<file path="src/rtl/aurora_rx_channel_if.sv">
// aurora_rx_channel_if: decoded-lane input, payload stream and link status of the Aurora RX channel
interface aurora_rx_channel_if #(parameter int DATA_SIZE = 16);
   logic                 rx_valid;
   logic [DATA_SIZE-1:0] rx_data;
   logic [1:0]           rx_ctrl;
   logic                 rx_code_err;
   logic                 axi_valid;
   logic                 axi_last;
   logic [DATA_SIZE-1:0] axi_data;
   logic                 simplex_aligned;
   logic                 simplex_verified;
   logic                 channel_up;
   logic                 frame_err;
   modport master (
      output rx_valid, rx_data, rx_ctrl, rx_code_err,
      input  axi_valid, axi_last, axi_data, simplex_aligned, simplex_verified, channel_up, frame_err
   );
   modport slave (
      input  rx_valid, rx_data, rx_ctrl, rx_code_err,
      output axi_valid, axi_last, axi_data, simplex_aligned, simplex_verified, channel_up, frame_err
   );
endinterface

</file>
<file path="src/rtl/aurora_rx_channel.sv">
// aurora_rx_channel: Aurora simplex RX channel-init FSM (align/verify/up) and ordered-set stripping framer
module aurora_rx_channel #(
   parameter int DATA_SIZE    = 16,
   parameter int ALIGN_COUNT  = 8,
   parameter int VERIFY_COUNT = 4,
   parameter int ERR_LIMIT    = 3
) (
   input logic                clk,
   input logic                rst,
   aurora_rx_channel_if.slave lane
);
   localparam int CW = $clog2(ALIGN_COUNT + VERIFY_COUNT + 1);
   localparam int EW = $clog2(ERR_LIMIT + 1);
   typedef enum logic [1:0] {ALIGN, VERIFY, UP} state_t;
   state_t               state_q, state_d;
   logic [CW-1:0]        cnt_q, cnt_d;
   logic [EW-1:0]        err_q, err_d;
   logic                 in_frame_q, in_frame_d;
   logic                 hold_vld_q, hold_vld_d;
   logic [DATA_SIZE-1:0] hold_q, hold_d;
   logic [DATA_SIZE-1:0] out_data_q, out_data_d;
   logic                 out_vld_q, out_vld_d;
   logic                 out_last_q, out_last_d;
   logic                 frame_err_q, frame_err_d;
   logic [7:0]           b1, b0;
   logic                 ok_k, is_comma, is_v, is_scp, is_ecp, is_idle, is_data, is_ok, err_hit, rel;
   function automatic logic idle_byte(input logic [7:0] b);
      return b == 8'hBC || b == 8'h1C || b == 8'h7C;
   endfunction
   assign b1       = lane.rx_data[DATA_SIZE-1 -: 8];
   assign b0       = lane.rx_data[7:0];
   assign ok_k     = lane.rx_ctrl == 2'b11 && !lane.rx_code_err;
   assign is_comma = lane.rx_ctrl[1] && b1 == 8'hBC && !lane.rx_code_err;
   assign is_v     = ok_k && b1 == 8'hBC && b0 == 8'hE8;
   assign is_scp   = ok_k && b1 == 8'h5C && b0 == 8'hFB;
   assign is_ecp   = ok_k && b1 == 8'hFD && b0 == 8'hFE;
   assign is_idle  = ok_k && idle_byte(b1) && idle_byte(b0);
   assign is_data  = lane.rx_ctrl == 2'b00 && !lane.rx_code_err;
   assign is_ok    = is_v || is_scp || is_ecp || is_idle || is_data;
   assign err_hit  = !is_ok && err_q == EW'(ERR_LIMIT - 1);
   // the held word is only released by a word that proves the frame continues or ends
   assign rel      = in_frame_q && hold_vld_q;
   always_ff @(posedge clk or posedge rst) begin
      if (rst) begin
         state_q     <= ALIGN;
         cnt_q       <= '0;
         err_q       <= '0;
         in_frame_q  <= 1'b0;
         hold_vld_q  <= 1'b0;
         hold_q      <= '0;
         out_data_q  <= '0;
         out_vld_q   <= 1'b0;
         out_last_q  <= 1'b0;
         frame_err_q <= 1'b0;
      end else begin
         state_q     <= state_d;
         cnt_q       <= cnt_d;
         err_q       <= err_d;
         in_frame_q  <= in_frame_d;
         hold_vld_q  <= hold_vld_d;
         hold_q      <= hold_d;
         out_data_q  <= out_data_d;
         out_vld_q   <= out_vld_d;
         out_last_q  <= out_last_d;
         frame_err_q <= frame_err_d;
      end
   end
   always_comb begin
      state_d     = state_q;
      cnt_d       = cnt_q;
      err_d       = err_q;
      in_frame_d  = in_frame_q;
      hold_vld_d  = hold_vld_q;
      hold_d      = hold_q;
      out_vld_d   = 1'b0;
      out_last_d  = 1'b0;
      frame_err_d = 1'b0;
      if (lane.rx_valid) begin
         case (state_q)
            ALIGN: begin
               cnt_d = is_comma ? cnt_q + 1'b1 : '0;
               if (is_comma && cnt_q == CW'(ALIGN_COUNT - 1)) begin
                  state_d = VERIFY;
                  cnt_d   = '0;
                  err_d   = '0;
               end
            end
            VERIFY: begin
               cnt_d = is_v ? cnt_q + 1'b1 : '0;
               err_d = is_ok ? '0 : err_q + 1'b1;
               if (is_v && cnt_q == CW'(VERIFY_COUNT - 1)) begin
                  state_d = UP;
                  cnt_d   = '0;
               end else if (err_hit) begin
                  state_d = ALIGN;
                  cnt_d   = '0;
                  err_d   = '0;
               end
            end
            UP: begin
               err_d = is_ok ? '0 : err_q + 1'b1;
               if (err_hit) begin
                  state_d     = ALIGN;
                  err_d       = '0;
                  in_frame_d  = 1'b0;
                  hold_vld_d  = 1'b0;
                  frame_err_d = in_frame_q;
               end else if (is_scp) begin
                  in_frame_d  = 1'b1;
                  hold_vld_d  = 1'b0;
                  frame_err_d = in_frame_q;
                  out_vld_d   = rel;
                  out_last_d  = rel;
               end else if (is_ecp) begin
                  in_frame_d  = 1'b0;
                  hold_vld_d  = 1'b0;
                  frame_err_d = !in_frame_q;
                  out_vld_d   = rel;
                  out_last_d  = rel;
               end else if (is_data) begin
                  frame_err_d = !in_frame_q;
                  out_vld_d   = rel;
                  hold_d      = in_frame_q ? lane.rx_data : hold_q;
                  hold_vld_d  = in_frame_q;
               end
            end
            default: state_d = ALIGN;
         endcase
      end
      out_data_d = out_vld_d ? hold_q : out_data_q;
   end
   assign lane.axi_valid        = out_vld_q;
   assign lane.axi_last         = out_last_q;
   assign lane.axi_data         = out_data_q;
   assign lane.frame_err        = frame_err_q;
   assign lane.simplex_aligned  = state_q != ALIGN;
   assign lane.simplex_verified = state_q == UP;
   assign lane.channel_up       = state_q == UP;
endmodule

</file>
<file path="src/flat_wrapper.sv">
// flat-port wrapper written by rule: the top's interface ports become plain ports
module aurora_rx_channel_flat 
#(
   parameter int DATA_SIZE    = 16,
   parameter int ALIGN_COUNT  = 8,
   parameter int VERIFY_COUNT = 4,
   parameter int ERR_LIMIT    = 3
)
  (clk, rst, lane_rx_valid, lane_rx_data, lane_rx_ctrl, lane_rx_code_err, lane_axi_valid, lane_axi_last, lane_axi_data, lane_simplex_aligned, lane_simplex_verified, lane_channel_up, lane_frame_err);
  aurora_rx_channel_if #(.DATA_SIZE(DATA_SIZE)) lane_i ();
  input logic clk;
  input logic rst;
  input wire logic [$bits(lane_i.rx_valid)-1:0] lane_rx_valid;
  input wire logic [$bits(lane_i.rx_data)-1:0] lane_rx_data;
  input wire logic [$bits(lane_i.rx_ctrl)-1:0] lane_rx_ctrl;
  input wire logic [$bits(lane_i.rx_code_err)-1:0] lane_rx_code_err;
  output wire logic [$bits(lane_i.axi_valid)-1:0] lane_axi_valid;
  output wire logic [$bits(lane_i.axi_last)-1:0] lane_axi_last;
  output wire logic [$bits(lane_i.axi_data)-1:0] lane_axi_data;
  output wire logic [$bits(lane_i.simplex_aligned)-1:0] lane_simplex_aligned;
  output wire logic [$bits(lane_i.simplex_verified)-1:0] lane_simplex_verified;
  output wire logic [$bits(lane_i.channel_up)-1:0] lane_channel_up;
  output wire logic [$bits(lane_i.frame_err)-1:0] lane_frame_err;
  assign lane_i.rx_valid = lane_rx_valid;
  assign lane_i.rx_data = lane_rx_data;
  assign lane_i.rx_ctrl = lane_rx_ctrl;
  assign lane_i.rx_code_err = lane_rx_code_err;
  assign lane_axi_valid = lane_i.axi_valid;
  assign lane_axi_last = lane_i.axi_last;
  assign lane_axi_data = lane_i.axi_data;
  assign lane_simplex_aligned = lane_i.simplex_aligned;
  assign lane_simplex_verified = lane_i.simplex_verified;
  assign lane_channel_up = lane_i.channel_up;
  assign lane_frame_err = lane_i.frame_err;
  aurora_rx_channel #(.DATA_SIZE(DATA_SIZE), .ALIGN_COUNT(ALIGN_COUNT), .VERIFY_COUNT(VERIFY_COUNT), .ERR_LIMIT(ERR_LIMIT)) u_core (.clk(clk), .rst(rst), .lane(lane_i));
endmodule
</file>
<file path="config.mk">
export PLATFORM = sky130hd
export DESIGN_NAME = aurora_rx_channel_flat
export DESIGN_NICKNAME = d
export VERILOG_FILES = /design/src/rtl/aurora_rx_channel_if.sv /design/src/rtl/aurora_rx_channel.sv /design/src/flat_wrapper.sv
export SDC_FILE = /design/constraint.sdc
export NUM_CORES = 1
export LEC_CHECK = 0
export BUFFER_PORTS_ARGS = -buffer_cell sky130_fd_sc_hd__buf_2
export CAP_MARGIN = 10
export CORE_ASPECT_RATIO = 1.25
export CORE_MARGIN = 5
export CORE_UTILIZATION = 45
export CTS_BUF_LIST = sky130_fd_sc_hd__clkbuf_4
export DETAILED_ROUTE_END_ITERATION = 8
export GPL_ROUTABILITY_DRIVEN = 0
export PLACE_DENSITY = 0.7
export SLEW_MARGIN = 20
export SYNTH_ARGS = -nofsm -noshare
export SYNTH_HDL_FRONTEND = slang
export SYNTH_SLANG_ARGS = --single-unit
</file>
<file path="constraint.sdc">
create_clock -name clk -period 1.8 [get_ports clk]
set_input_delay 0.36 -clock clk [delete_from_list [all_inputs] [get_ports clk]]
set_output_delay 0.36 -clock clk [all_outputs]
set_load 0.1 [all_outputs]
</file>
==> Yosys cells after proc, flatten, opt, wreduce, memory -nomap -nowiden <==
Index checks and enable logic that the tools add are counted.
{ "word_totals": {"output_inout_bits": 22, "input_bits": 22, "reg_bits": 45, "word_cells": 112} }
{ "classes": {"n_eq_ne": 18, "reduce_logical": 40, "bitwise": 3, "n_mux": 39, "addsub": 2} }
{ "ops": {"columns": ["op", "n"], "rows": [
  ["equality test 8 bit (second input constant)", 6],
  ["equality test 8 x 7 -> 1 bit (second input constant)", 3],
  ["two-way mux 1 bit", 24],
  ["two-way mux 4 bit", 5],
  ["equality test 8 x 5 -> 1 bit (second input constant)", 2],
  ["logical AND 1 bit", 16],
  ["two-way mux 2 bit", 7],
  ["case mux 2 bit (3 select lines)", 2],
  ["AND reduction 3 bit", 3],
  ["logical OR 1 bit", 8],
  ["case mux 4 bit (2 select lines)", 1],
  ["AND reduction 7 bit", 1],
  ["equality test 2 bit (second input constant)", 3],
  ["nonzero test 3 bit", 2],
  ["adder 4 x 1 -> 4 bit (second input constant)", 1],
  ["equality test 4 x 2 -> 1 bit (second input constant)", 1],
  ["equality test 4 x 3 -> 1 bit (second input constant)", 1],
  ["logical NOT 2 bit", 2],
  ["AND reduction 2 bit", 2],
  ["nonzero test 2 bit", 2],
  ["nonzero test 4 bit", 1],
  ["logical NOT 1 bit", 3],
  ["NOT 1 bit", 3],
  ["adder 2 x 1 -> 2 bit (second input constant)", 1],
  ["other kinds (2)", 2]
]} }

==> Longest topological paths before layout <==
Gate-level depths: netlist of the first run.
{ "logic_depth": {"depth_word": 13, "mapped_depth": 8, "mapped_depth_nobuf": 7} }

==> Worst setup path after synthesis of the first run <==
No wires, ideal clock.
{ "synth_timing": {"path_type": "register to register", "start": "register u_core.state_q[0]", "end": "register u_core.out_data_q[0], in the netlist u_core.lane.axi_data[0]", "synth_period_minus_slack_ns": 2.716, "t_arrival_ns": 2.590, "path_stages_with_launch": 9, "slack_ns": -0.916, "t_required_ns": 1.675, "path_buffers": 1, "cell_sequence": "dfrtp_1 -> inv_1 -> ha_1 -> nand2_1 -> inv_1 -> nand3_1 -> a21oi_4 -> buf_4 -> mux2_2"} }
{ "synth_between": {"elab_chain_cells": 3} }
{ "synth_rtl": {"columns": ["element", "line_no", "rtl"], "rows": [
  ["start: declaration", "aurora_rx_channel.sv:15", "state_t state_q, state_d;"],
  ["start signal: assignment", "aurora_rx_channel.sv:56", "state_q <= state_d;"],
  ["equality test 2 bit", null, null],
  ["named net lane_channel_up", "flat_wrapper.sv:22", "output wire logic [$bits(lane_i.channel_up)-1:0] lane_channel_up;"],
  ["two-way mux 1 bit", "aurora_rx_channel.sv:79", "case (state_q)"],
  ["two-way mux 1 bit", "aurora_rx_channel.sv:78", "if (lane.rx_valid) begin"],
  ["named net u_core.out_vld_d", "aurora_rx_channel.sv:22", "logic out_vld_q, out_vld_d;"],
  ["end signal: assignment", "aurora_rx_channel.sv:62", "out_data_q <= out_data_d;"],
  ["end: declaration", "aurora_rx_channel.sv:21", "logic [DATA_SIZE-1:0] out_data_q, out_data_d;"]
]} }
The timed path passes the listed nets, and every way through them passes these cells.
A chain may end at the register's enable or synchronous reset.

==> Final worst setup path of the first run <==
{ "layout_timing": {"start": "input port lane_rx_data[1]", "end": "register u_core.state_q[1]"} }
{ "layout_between": {"elab_chain_cells": 11, "word_cells_on_any_way": 22} }
{ "layout_rtl": {"columns": ["element", "line_no", "rtl"], "rows": [
  ["start: declaration", "flat_wrapper.sv:14", "input wire logic [$bits(lane_i.rx_data)-1:0] lane_rx_data;"],
  ["equality test 8 bit (tied with other cells)", "aurora_rx_channel.sv:34", "assign is_v = ok_k && b1 == 8'hBC && b0 == 8'hE8;"],
  ["logical AND 1 bit (tied with other cells)", "aurora_rx_channel.sv:34", null],
  ["logical OR 1 bit, on equally long branches", "aurora_rx_channel.sv:39, aurora_rx_channel.sv:28", null],
  ["logical OR 1 bit or logical AND 1 bit (tied branches)", "aurora_rx_channel.sv:39, aurora_rx_channel.sv:37", null],
  ["logical OR 1 bit (2 in a row)", "aurora_rx_channel.sv:39", "assign is_ok = is_v || is_scp || is_ecp || is_idle || is_data;"],
  ["logical NOT 1 bit", "aurora_rx_channel.sv:40", "assign err_hit = !is_ok && err_q == EW'(ERR_LIMIT - 1);"],
  ["logical AND 1 bit", "aurora_rx_channel.sv:40", null],
  ["two-way mux 2 bit", null, null],
  ["two-way mux 2 bit", "aurora_rx_channel.sv:91", "if (is_v && cnt_q == CW'(VERIFY_COUNT - 1)) begin"],
  ["case mux 2 bit (3 select lines) *", "aurora_rx_channel.sv:79", null]
]} }
Mark *: on every way between the ends. The rest lies on a longest branch, timed or not.

==> results by group, run 1 <==
Outcome
  – Outcome: complete, but fails checks
  – Failing checks: negative setup slack

Flow run
  – Max-Cap Viols: 0

Power
  – Pwr/cell area: 910 nW/um^2
  – Total power: 2.81 mW
  – Leak Pwr: 1.53 nW
  – IR drop worst, VDD: 0.000656 V

Synthesis
  – Syn nets: 218
  – Synth Flop Type: dfrtp_1
  – Synth top area share: 0.512
  – Syn avg cell area: 11.6 sq um
  – Most common cell in the synthesized netlist: dfrtp_1
  – Largest area contributor in the netlist: dfrtp_1
  – EDFF count, synth: 0
  – YS warnings: 0
  – Post-Syn Area: 2200 sq um
  – Top post-synthesis cells by area: dfrtp_1 (51%), mux2_2 (15%), ha_1 (3.4%)
  – Sequential fraction of the synthesis area: 0.512
  – Most frequent cells after synthesis: dfrtp_1 (45), mux2_2 (30), nand2_1 (15)
  – Synth cell types: 44
  – Post-synth ARST share: 1.00
  – Syn Inst Count: 190
  – Seq cells post-synth: 45

Floorplan
  – Chip height: 88.2 microns
  – Die width: 72.5 microns
  – CORE AREA: 4730 sq um
  – Die area: 6400 sq um
  – Initial Utilization: 0.465
  – # rows: 28
  – I/O Pins: 44

Final layout
  – Number of diodes: 0
  – Layout cell share with drive strength beyond 1: 0.541
  – FF/Latch Area: 1130 sq um
  – Fin area: 3090 sq um
  – Synth-to-Final Area Change: 40.4%
  – Filler cells: 372
  – Fin nets: 307
  – Multi-input gate area: 1130 sq um
  – Util after Layout: 0.653

Critical path
  – Arr. time, crit path: 2.10 ns
  – Maximum fanout along the worst path: 3
  – Worst Path Required: 2.09 ns
  – Startpoint Class: primary input
  – CP endpoint kind: flip-flop
  – Critical setup path kind: in2reg
  – Worst r2r src: u_core.state_q[1]
  – Crit path from: lane_rx_data[1]

Worst hold path
  – Hold crit path type: in2async

Routing
  – DRT Pass-1 Iters: 4
  – Routed len/inst: 15.2 microns
  – Post-DR vias/cell: 5.23
  – Routed wire length: 5.14 mm
  – DRC Markers: 0
  – DR iter-0 viols: 89
  – DR vias: 1,774
  – Routed Antenna Nets: 0

GRT
  – Global-route wire length before repair: 8.34 mm
  – Initial antenna violation count: 0
  – Gr ovfl total: 0
  – Vias in the first global route: 1,829
  – GR Util All Layers: 0.169
  – Pin count of the biggest net entering global routing: 26

Placed design
  – DP HPWL: 3.99 mm
  – DP Worst Slack: -0.421 ns
  – Placed Area: 2930 sq um
  – Count of input and output buffers: 43

Timing
  – Final Max Slew Viols: 0
  – Worst setup margin: -0.00297 ns
  – Final hold violation count: 0
  – Worst slew pin tran: 0.482 ns
  – Worst clock skew: 0.0121 ns
  – Setup TNS: -0.00297 ns
  – Fmax: 555 MHz
  – Period utilization: 1.00
  – Final setup viols: 1
  – Max-slew headroom: 0.678
  – RSZ-0062 raised after global routing: true
  – Tmin final: 1.80 ns

Clock network
  – H-tree Lvls: 2
  – Clock slew at reported path FFs: 0.13 ns
  – Total CTS buffers: 5
  – Longest Clk Path Bufs: 2
  – Clock Latency Late Sink: 0.35 ns
  – CTS tree: done
  – CTS Sinks: 45
  – Clock Tree Root: clkbuf_4
[area by class of cell]
| class | count | share of cell area |
|---|---|---|
| clock buffers | 6 | 0.0146 |
| clock inverters | 1 | 0.00284 |
| inverters | 12 | 0.0146 |
| multi-input cells | 129 | 0.368 |
| flip-flops and latches | 45 | 0.365 |
| well taps | 60 | 0.0243 |
| repair buffers | 86 | 0.212 |
[routing by layer]
metal,routed length [microns],track usage
met5,0,0
met1,1980,0.189
met3,183,0.0367
met2,2860,0.303
met4,112,0.0805
[registers in the layout, indices dropped and copies added, names as in the netlist]
signal and flops:
u_core.err_q 2, u_core.in_frame_q 1, u_core.hold_q 16, u_core.lane.axi_last 1, u_core.lane.axi_valid 1, u_core.state_q 2, u_core.lane.axi_data 16, u_core.hold_vld_q 1
u_core.cnt_q 4, u_core.lane.frame_err 1
[kinds of logic (layout without fill, tap and decap cells)]
logic type / after synthesis / after routing / synth area share
mux: 32 / 32 / 0.164
compound gates: 32 / 32 / 0.103
flops: 45 / 45 / 0.512
simple gates: 57 / 57 / 0.148
xor+xnor: 2 / 2 / 0.00797
buf+inv: 16 / 105 / 0.0313
fa+ha+maj: 6 / 6 / 0.0341
[cells in the final DEF, fill, tap and decap left out, drive strengths merged, types with 2 or more instances in the layout]
master,instances
nand3b,3
nand3,4
a21oi,5
a211oi,2
xor2,2
nand2b,2
nand2,15
nor4,3
clkbuf,6
or4b,3
a32o,2
buf,86
mux2,32
nor2b,2
inv,12
nor2,8
or3,2
o21ai,10
nand4b,2
or4,3
o22ai,2
nor4b,2
dfrtp,45
nor3,5
ha,6
o21a,2
[stage by stage]
stage	instances	hold slack, ns
after floorplan	190	0.460
after global placement	328	0.407
after detailed placement	328	0.426
after CTS	336	0.0146
after global routing	339	0.0224
final	339	0.00707
[worst max-delay path, stage by stage]
cell	delay (ns)
buf_6	0.09
or4b_1	0.51
or4_4	0.47
or4_1	0.43
o22a_1	0.18
o21ai_2	0.05
[worst paths after layout]
check                                                end  slack, ns  depth (start not counted)
worst max register to register   u_core.lane.axi_data[6]       0.09                          8
worst min register to register  u_core.lane.axi_data[15]       0.50                          1
min in group clk                        u_core.hold_q[0]       0.25                          2
max in group asynchronous        u_core.lane.axi_data[0]       1.29                          3
worst max-delay path                   u_core.state_q[1]     -0.003                          6
worst min-delay path                     u_core.cnt_q[2]      0.007                          2
[timing repair]
action	4_1_cts	5_1_grt
pin swaps	0	2
endpoints found under the setup margin	4	24
hold buffers	0	0
cloned	0	0
buffers inserted	1	3
gates resized for setup	5	13
[where the power goes]
group | total [mW] | internal [mW] | switching [mW]
logic | 1.14 | 0.492 | 0.646
registers | 1.20 | 1.13 | 0.0685
clock network | 0.471 | 0.164 | 0.307
Power figures use the tool's default switching activity.
==> inputs of run 2 (changes only) <==
--- a/config.mk
+++ b/config.mk
@@ -13,7 +13,8 @@
 export CTS_BUF_LIST = sky130_fd_sc_hd__clkbuf_4
 export DETAILED_ROUTE_END_ITERATION = 8
 export GPL_ROUTABILITY_DRIVEN = 0
-export PLACE_DENSITY = 0.7
+export GPL_TIMING_DRIVEN = 0
+export PLACE_DENSITY = 0.67
 export SLEW_MARGIN = 20
 export SYNTH_ARGS = -nofsm -noshare
 export SYNTH_HDL_FRONTEND = slang
==> constraint.sdc (replaced) <==
create_clock -name clk -period 1.92 [get_ports clk]
set_input_delay 0.384 -clock clk [delete_from_list [all_inputs] [get_ports clk]]
set_output_delay 0.384 -clock clk [all_outputs]
set_load 0.1 [all_outputs]
==> run 2 against run 1 <==
Compared with the run above: the run now ends clean; worst setup slack improved by 0.012 ns; clock skew decreased by 0.0052 ns; non-clock buffer count decreased by 29; critical path depth unchanged; combinational power decreased by 22%; via count decreased by 5.7%.
==> results by group, run 2 (synthesized netlist as in run 1, its figures left out) <==
Critical path
  – Startpoint Class: primary input (unchanged)
  – Worst Path Required: 2.20 ns (was 2.09 ns)
  – R2R Setup Slk: 0.10 ns (was 0.09 ns)
  – Arr. time, crit path: 2.19 ns (was 2.10 ns)
  – Maximum fanout along the worst path: 5 (was 3)
  – CP endpoint kind: flip-flop (unchanged)
  – Critical setup path kind: in2reg (unchanged)

Placed design
  – Count of input and output buffers: 43 (unchanged)
  – Placed Area: 2560 sq um (was 2930 sq um)
  – Placed insts: 294 (was 328)
  – DP Worst Slack: -0.496 ns (was -0.421 ns)
  – DP HPWL: 3.42 mm (was 3.99 mm)

Timing
  – Period utilization: 0.995
  – Final setup viols: 0 (was 1)
  – Worst setup margin: 0.00892 ns (was -0.00297 ns)
  – Fmax: 523 MHz
  – Worst clock skew: 0.00688 ns (was 0.0121 ns)
  – Final Max Slew Viols: 0 (unchanged)
  – Final hold violation count: 0 (unchanged)
  – Tmin final: 1.91 ns
  – RSZ-0062 raised after global routing: true (unchanged)
  – Worst hold slack: 0.0352 ns (was 0.00707 ns)
  – Max-slew headroom: 0.678 (about the same)
  – Setup TNS: 0 ns (was -0.00297 ns)
  – Worst slew pin tran: 0.478 ns (was 0.482 ns)

GRT
  – Gr ovfl total: 0 (unchanged)
  – Global-route wire length before repair: 7.63 mm (was 8.34 mm)
  – GR Util All Layers: 0.151 (was 0.169)
  – Vias in the first global route: 1,653 (was 1,829)
  – Initial antenna violation count: 0 (unchanged)
  – Pin count of the biggest net entering global routing: 26 (unchanged)

Final layout
  – Post-Layout Cell Count: 311 (was 339)
  – Fin nets: 278 (was 307)
  – Synth-to-Final Area Change: 27.5% (was 40.4%)
  – Commonest cells after routing, fill and taps aside: dfrtp_1 (45), buf_2 (39), mux2_2 (30) (was dfrtp_1 (45), buf_2 (38), buf_4 (37))
  – Most common cell after layout, fill and taps aside: dfrtp_1 (unchanged)
  – Layout cell share with drive strength beyond 1: 0.458 (was 0.541)
  – Fin area: 2800 sq um (was 3090 sq um)
  – Number of diodes: 0 (unchanged)
  – Util after Layout: 0.593 (was 0.653)

Clock network
  – Clock Tree Root: clkbuf_4 (unchanged)
  – Post-CTS Hold Buffers: 0 (unchanged)
  – Clock slew at reported path FFs: 0.12 ns (was 0.13 ns)
  – Clock Latency Late Sink: 0.35 ns (about the same)
  – CTS tree: done (unchanged)
  – Longest Clk Path Bufs: 2 (unchanged)
  – H-tree Lvls: 2 (unchanged)
  – Total CTS buffers: 5 (unchanged)
  – CTS Sinks: 45 (unchanged)

Floorplan
  – CORE AREA: 4730 sq um (unchanged)
  – I/O Pins: 44 (unchanged)
  – # rows: 28 (unchanged)
  – Die width: 72.5 microns (unchanged)
  – Initial Utilization: 0.465 (unchanged)
  – Chip height: 88.2 microns (unchanged)
  – Die area: 6400 sq um (unchanged)

Outcome
  – Outcome: completed (was complete, but fails checks)

Routing
  – DRC Markers: 0 (unchanged)
  – Routed Antenna Nets: 0 (unchanged)
  – Routed wire length: 4.63 mm (was 5.14 mm)
  – DR vias: 1,672 (was 1,774)
  – Routed len/inst: 14.9 microns (was 15.2 microns)
  – DRT Pass-1 Iters: 4 (unchanged)
  – DR iter-0 viols: 55 (was 89)
  – Post-DR vias/cell: 5.38 (was 5.23)

Power
  – Leak Pwr: 1.41 nW (was 1.53 nW)
  – IR drop worst, VDD: 0.00123 V (was 0.000656 V)
  – Pwr/cell area: 923 nW/um^2 (was 910 nW/um^2)
  – Total power: 2.59 mW (was 2.81 mW)

Flow run
  – Max-Cap Viols: 0 (unchanged)

Worst hold path
  – Hold crit path type: in2async (unchanged)
==> run 2: cell type report <==
type	count	area [sq um]
Fill cell	391	1930
Sequential cell	45	1130
Multi-Input combinational cell	129	1090
Timing Repair Buffer	53	353
Tap cell	60	75.1
Clock buffer	6	45.0
Inverter	12	45.0
Clock inverter	2	33.8
Buffer	4	33.8
==> run 2: timing repair <==
action                                  in CTS  in global routing
gates resized for setup                      7                 13
pin swaps                                    0                  3
endpoints found under the hold margin        0                  0
gates cloned                                 0                  1
endpoints found under the setup margin      14                 27
buffers inserted                             2                  6
==> run 2: path summary, 6_finish.rpt <==
kind,from,end,cells past startpoint
min reg2reg,u_core.lane.axi_data[15],u_core.lane.axi_data[15],1
max in group asynchronous,rst,u_core.lane.axi_data[0],3
min in group clk,lane_rx_data[1],u_core.hold_q[1],2
max,lane_rx_data[1],u_core.state_q[1],6
min,rst,u_core.lane.axi_data[10],2
max reg2reg,u_core.state_q[0],u_core.lane.axi_data[3],8
==> run 2: critical path, cell delays in order <==
cell and delay [ns]:
buf_6 0.10, or4b_1 0.51, or4_4 0.47, or4_4 0.50, o22a_1 0.18, o21ai_2 0.05
==> run 2: power breakdown <==
group	switching (mW)	internal (mW)
sequential	0.0674	1.06
combinational	0.547	0.338
clock	0.287	0.285
==> run 2: routing by layer <==
| layer | part of all wire | track usage |
|---|---|---|
| met1 | 0.46 | 0.198 |
| met2 | 0.47 | 0.253 |
| met3 | 0.056 | 0.0344 |
| met4 | 0.013 | 0.0403 |
| met5 | 0 | 0 |
